`src/rtl/crossbar_rr_scheduler.sv`:
```
// Packet-level round-robin scheduler for an N x N crossbar fed by show-ahead input FIFOs.
// Each output arbitrates independently and holds its grant until end-of-packet or a beat-count timeout.
module crossbar_rr_scheduler #(
    parameter int N_PORTS   = 4,
    parameter int SEL_W     = $clog2(N_PORTS),
    parameter int MAX_BEATS = 64
) (
    input  logic                       clk,
    input  logic                       reset,
    input  logic [N_PORTS-1:0]         i_fifo_empty,
    input  logic [N_PORTS*SEL_W-1:0]   i_head_dest,
    input  logic [N_PORTS-1:0]         i_head_eop,
    output logic [N_PORTS*SEL_W-1:0]   o_sel,
    output logic [N_PORTS-1:0]         o_out_en,
    output logic [N_PORTS-1:0]         o_rdreq,
    output logic [N_PORTS-1:0]         o_out_busy,
    output logic [N_PORTS-1:0]         o_err_timeout
);

    localparam int CNT_W = (MAX_BEATS > 2) ? $clog2(MAX_BEATS) : 1;
    localparam logic [N_PORTS-1:0] ONE_HOT0 = {{(N_PORTS-1){1'b0}}, 1'b1};

    typedef enum logic {ST_IDLE, ST_BUSY} state_t;

    logic [N_PORTS-1:0] r_lock;
    logic [N_PORTS-1:0] w_lock_set [N_PORTS];
    logic [N_PORTS-1:0] w_lock_clr [N_PORTS];
    logic [N_PORTS-1:0] w_rd_k     [N_PORTS];
    logic [N_PORTS-1:0] w_lock_set_all;
    logic [N_PORTS-1:0] w_lock_clr_all;

    genvar gi;
    generate
        for (gi = 0; gi < N_PORTS; gi++) begin : g_out
            state_t             r_state;
            logic [SEL_W-1:0]   r_sel;
            logic [SEL_W-1:0]   r_ptr;
            logic [CNT_W-1:0]   r_cnt;
            logic               r_err;

            logic [N_PORTS-1:0] w_req;
            logic               w_found;
            logic [SEL_W-1:0]   w_winner;
            logic [SEL_W-1:0]   w_idx;
            logic               w_beat;
            logic               w_eop;
            logic               w_last;
            logic               w_release;
            logic               w_timeout;

            // Locked inputs are already owned by some output, so they never request again mid-packet.
            always_comb begin
                w_req = '0;
                for (int i = 0; i < N_PORTS; i++) begin
                    w_req[i] = !i_fifo_empty[i] &&
                               (i_head_dest[i*SEL_W +: SEL_W] == SEL_W'(gi)) &&
                               !r_lock[i];
                end
            end

            always_comb begin
                w_found  = 1'b0;
                w_winner = r_ptr;
                w_idx    = '0;
                for (int j = 0; j < N_PORTS; j++) begin
                    w_idx = r_ptr + SEL_W'(j);
                    if (!w_found && w_req[w_idx]) begin
                        w_found  = 1'b1;
                        w_winner = w_idx;
                    end
                end
            end

            assign w_beat    = (r_state == ST_BUSY) && !i_fifo_empty[r_sel] && !reset;
            assign w_eop     = i_head_eop[r_sel];
            assign w_last    = (r_cnt == CNT_W'(MAX_BEATS - 1));
            assign w_release = w_beat && (w_eop || w_last);
            assign w_timeout = w_beat && w_last && !w_eop;

            assign w_lock_set[gi] = ((r_state == ST_IDLE) && w_found) ? (ONE_HOT0 << w_winner) : '0;
            assign w_lock_clr[gi] = w_release ? (ONE_HOT0 << r_sel) : '0;
            assign w_rd_k[gi]     = w_beat ? (ONE_HOT0 << r_sel) : '0;

            always_ff @(posedge clk) begin
                if (reset) begin
                    r_state <= ST_IDLE;
                    r_sel   <= '0;
                    r_ptr   <= '0;
                    r_cnt   <= '0;
                    r_err   <= 1'b0;
                end else begin
                    r_err <= w_timeout;
                    case (r_state)
                        ST_IDLE: begin
                            if (w_found) begin
                                r_state <= ST_BUSY;
                                r_sel   <= w_winner;
                                r_cnt   <= '0;
                            end
                        end
                        ST_BUSY: begin
                            // Stalled cycles (empty FIFO) leave the counter untouched.
                            if (w_release) begin
                                r_state <= ST_IDLE;
                                r_ptr   <= r_sel + SEL_W'(1);
                            end else if (w_beat) begin
                                r_cnt <= r_cnt + CNT_W'(1);
                            end
                        end
                        default: r_state <= ST_IDLE;
                    endcase
                end
            end

            assign o_sel[gi*SEL_W +: SEL_W] = r_sel;
            assign o_out_en[gi]             = w_beat;
            assign o_out_busy[gi]           = (r_state == ST_BUSY);
            assign o_err_timeout[gi]        = r_err;
        end
    endgenerate

    always_comb begin
        w_lock_set_all = '0;
        w_lock_clr_all = '0;
        o_rdreq        = '0;
        for (int k = 0; k < N_PORTS; k++) begin
            w_lock_set_all = w_lock_set_all | w_lock_set[k];
            w_lock_clr_all = w_lock_clr_all | w_lock_clr[k];
            o_rdreq        = o_rdreq | w_rd_k[k];
        end
    end

    // Set and clear never target the same input: only unlocked inputs can win, only locked ones release.
    always_ff @(posedge clk) begin
        if (reset) begin
            r_lock <= '0;
        end else begin
            r_lock <= (r_lock & ~w_lock_clr_all) | w_lock_set_all;
        end
    end

endmodule

```
`config.mk`:
```
export PLATFORM = sky130hd
export DESIGN_NAME = crossbar_rr_scheduler
export DESIGN_NICKNAME = d
export VERILOG_FILES = /design/src/rtl/crossbar_rr_scheduler.sv
export SDC_FILE = /design/constraint.sdc
export NUM_CORES = 1
export LEC_CHECK = 0
export ABC_AREA = 1
export CELL_PAD_IN_SITES_DETAIL_PLACEMENT = 1
export CELL_PAD_IN_SITES_GLOBAL_PLACEMENT = 1
export CORE_ASPECT_RATIO = 2
export CORE_MARGIN = 1.5
export CORE_UTILIZATION = 30
export DETAILED_ROUTE_END_ITERATION = 7
export PLACE_DENSITY_LB_ADDON = 0.1
export RECOVER_POWER = 50
export SLEW_MARGIN = 5
export SYNTH_ARGS = -nofsm -noshare
export SYNTH_HDL_FRONTEND = slang
export SYNTH_SLANG_ARGS = --single-unit
```
`constraint.sdc`:
```
create_clock -name clk -period 2.09 [get_ports clk]
set_input_delay 0.418 -clock clk [delete_from_list [all_inputs] [get_ports clk]]
set_output_delay 0.418 -clock clk [all_outputs]
set_load 0.03 [all_outputs]
```
==> flow_summary_export.csv <==
group,metric,value,unit
clocking,clkSinkCount,52,
sta,period_needed,2060,ps
setup_path,regToRegStartpoint,"g_out[0].r_sel[0]$_SDFFE_PP0P_",
sta,tns,0,ps
final_layout,finalNetCount,833,
clocking,cts_made_buffers,5,
detailed_routing,wirelength,16500,µm
logic_synthesis,syn_inst,670,
job,max-cap-violations,0,
floorplan,die_area,14800,µm²
sta,max_clock_freq,486,MHz
setup_path,arrival,1640,ps
detailed_routing,wl_per_cell,16.7,µm
clocking,clk_latency,300,ps
grt,grtUsageTotal,22.6,%
power_and_ir_drop,cellLeakagePower,0.00280,µW
power_and_ir_drop,peakVddDrop,0.644,mV
floorplan,core,13800,µm²
detailed_routing,drc,0,
outcome,outcome,"finished clean",
floorplan,die_h,171,µm
final_layout,nFillCells,1762,
final_layout,syn_to_final_growth,46.8,%
sta,rsz0062_at_grt,"true",
setup_path,critical_path_class,"in -> out",
setup_path,rr_worst_depth,12,
setup_path,r2r-end,"g_out[0].r_err$_SDFF_PP0_",
detailed_routing,via_count,4939,
floorplan,num_rows,61,
grt,grt_pass1_vias,5287,
detailed_routing,routed_via_density,5.01,
logic_synthesis,ys_seq_elements,52,
sta,hold_viol,0,
sta,fin_hold_ws,458,ps
min_path,min-delay-start,"g_out[0].r_cnt[4]$_SDFFE_PP0P_",
clocking,cts_hold_buffers,0,
final_layout,drive_gt1_share,34.9,%
logic_synthesis,syn_avg_cell_area,6.29,µm²
min_path,worst_hold_path_type,"reg -> reg",
clocking,cts_max_level,2,
final_layout,fin_util,44.8,%
sta,slew_viol_final,0,
logic_synthesis,syn-cell-area,4210,µm²
sta,setup_viol_count_final,0,
grt,grt_pass1_wl,26000,µm
floorplan,pin_count,42,
logic_synthesis,syn_nets,708,
setup_path,crit_path_max_fanout,6,
final_layout,antenna_cells,0,
clocking,clkTransAtPathRegs,70,ps
power_and_ir_drop,p_total,7470,µW
clocking,ctsRootBufferMaster,"clkbuf_16",
logic_synthesis,ys_seq_area_share,24.7,%
setup_path,start_kind,"input pin",
sta,skew,6.24,ps
placed_design,gp_congestion,0.844,
logic_synthesis,synth_cell_type_count,40,
detailed_routing,drtPass1Iterations,4,
sta,fin_crit_sh,98.4,%
power_and_ir_drop,powerDensity,1210,nW/µm²
min_path,hold_end,"g_out[0].r_cnt[4]$_SDFFE_PP0P_",
grt,grt_max_degree,18,
sta,worst_slew_pin_slew,357,ps
clocking,cts_tree,"done",
setup_path,rrSetupSlack,70,ps
placed_design,portBuffers,41,
grt,antenna_found_initial,0,
logic_synthesis,yosysWarnings,0,
detailed_routing,drt_iter0_markers,167,
setup_path,worstPathRequired,1670,ps
grt,grt-ovfl-total,0,
clocking,clock_path_buffers,2,
floorplan,initial_core_util,30.5,%
setup_path,end_kind,"primary output",
detailed_routing,antenna_left,0,
floorplan,dieWidth,86.8,µm
placed_design,dp_hpwl,12900,µm
sta,relSlewSlack,76.2,%
min_path,hold_path_depth,2,
## critical path, cell delays in order
cell and delay [ps]:
dlygate4sd2_1 300, buf_4 180, buf_4 140, nor2_4 200, buf_4 150, buf_4 100, buf_4 150
## what timing repair did
action / CTS / global route
setup endpoints to repair: 44 / 41
setup buffers: 15 / 14
gates resized for setup: 117 / 86
pin swaps: 35 / 21
## synthesized netlist by cell type, drive strengths merged
library cell,instances,share of area (%)
or2,1,0.15
buf,17,3.1
nor3b,2,0.36
nor2,56,5.7
xor2,4,1.2
xnor2,6,1.4
o2111ai,2,0.42
inv,80,7.1
nand4,14,2.1
nor4,1,0.15
nand3,109,13
nand2,183,18
a211oi,5,0.89
clkbuf,6,0.62
o211a,2,0.48
a21boi,3,0.53
a21o,1,0.18
nor3,8,0.95
dfxtp,52,25
and3b,1,0.21
o21bai,2,0.36
o21ai,40,5.5
a21oi,53,6.4
ha,20,5.9
a22oi,2,0.36
## worst max-delay path by stage
stage,to,from,slack [ps],cells past startpoint
final,o_out_en[3],reset,30,7
after global routing,o_rdreq[1],g_out[2].r_sel[0]$_SDFFE_PP0P_,-40,7
after CTS,o_rdreq[2],i_fifo_empty[1],0.3,8
after detailed placement,r_lock[3]$_SDFF_PP0_,i_fifo_empty[2],-660,17
after global placement,r_lock[3]$_SDFF_PP0_,i_fifo_empty[2],-620,17
after floorplan,o_rdreq[1],g_out[1].r_sel[0]$_SDFFE_PP0P_,70,4
## where the power goes
group | switching (µW) | leakage [µW] | internal (µW) | total, µW
sequential | 310 | 0.000433 | 1240 | 1550
combinational | 2720 | 0.00227 | 2000 | 4720
clock | 393 | 0.000104 | 808 | 1200
total | 3420 | 0.00280 | 4050 | 7470
## layer usage
metal / share of wire [%] / global-route usage, % / wire length [µm] / up-vias
met5: 0 / 0 / 0 / -
met2: 57 / 46.1 / 9420 / 79
li1: - / - / - / 2450
met1: 37 / 22.5 / 6150 / 2373
met3: 1.8 / 1.11 / 289 / 37
met4: 3.8 / 9.61 / 621 / 0
## flip-flops by register name, summed over array words and instances (netlist names)
| register | count |
|---|---|
| g_out.r_ptr | 8 |
| r_lock | 4 |
| g_out.r_state | 4 |
| g_out.r_err | 4 |
| g_out.r_sel | 8 |
| g_out.r_cnt | 24 |
## cells by family after synthesis
family / count (synthesis) / synth area share (%)
flops: 52 / 24.7
xor+xnor: 10 / 2.61
buf+inv: 103 / 10.9
fa+ha+maj: 20 / 5.94
compound gates: 110 / 15.1
simple gates: 375 / 40.8
## area by class of cell
type | instances | area [µm²] | share of cell area (%)
Multi-Input combinational cell | 515 | 3130 | 50.6
Timing Repair Buffer | 141 | 1200 | 19.4
Sequential cell | 52 | 1080 | 17.5
Inverter | 80 | 320 | 5.18
Tap cell | 189 | 236 | 3.82
Clock buffer | 5 | 125 | 2.02
Clock inverter | 3 | 90.1 | 1.46
## per-stage QoR
step	instances	area (µm²)	setup slack [ps]
3_5_place_dp	948	5240	-655
6_report	985	6180	33.3
2_1_floorplan	670	4210	73.1
3_3_place_gp	948	5240	-616
4_1_cts	971	5840	0.253
5_1_grt	985	6180	-39.4
## cell usage in the layout, fill, tap and decap left out, types with 4 or more instances in the layout
| cell type | Yosys | final |
|---|---|---|
| a211oi_1 | 5 | 5 |
| a21oi_1 | 52 | 47 |
| a21oi_2 | 1 | 6 |
| buf_4 | 14 | 92 |
| buf_6 | 2 | 13 |
| clkbuf_16 | 0 | 5 |
| clkdlybuf4s50_1 | 0 | 13 |
| dfxtp_1 | 52 | 33 |
| dfxtp_2 | 0 | 13 |
| dfxtp_4 | 0 | 6 |
| dlygate4sd2_1 | 0 | 5 |
| dlygate4sd3_1 | 0 | 7 |
| ha_1 | 20 | 19 |
| inv_1 | 73 | 58 |
| inv_2 | 7 | 16 |
| inv_4 | 0 | 5 |
| nand2_1 | 170 | 137 |
| nand2_2 | 7 | 38 |
| nand2_4 | 6 | 8 |
| nand3_1 | 105 | 89 |
| nand3_2 | 4 | 19 |
| nand4_1 | 14 | 14 |
| nor2_1 | 48 | 34 |
| nor2_2 | 6 | 10 |
| nor2_4 | 2 | 12 |
| nor3_1 | 8 | 5 |
| o21ai_0 | 35 | 24 |
| o21ai_1 | 1 | 7 |
| o21ai_2 | 2 | 6 |
| xnor2_1 | 5 | 4 |
(Power assumes the default switching activity.)
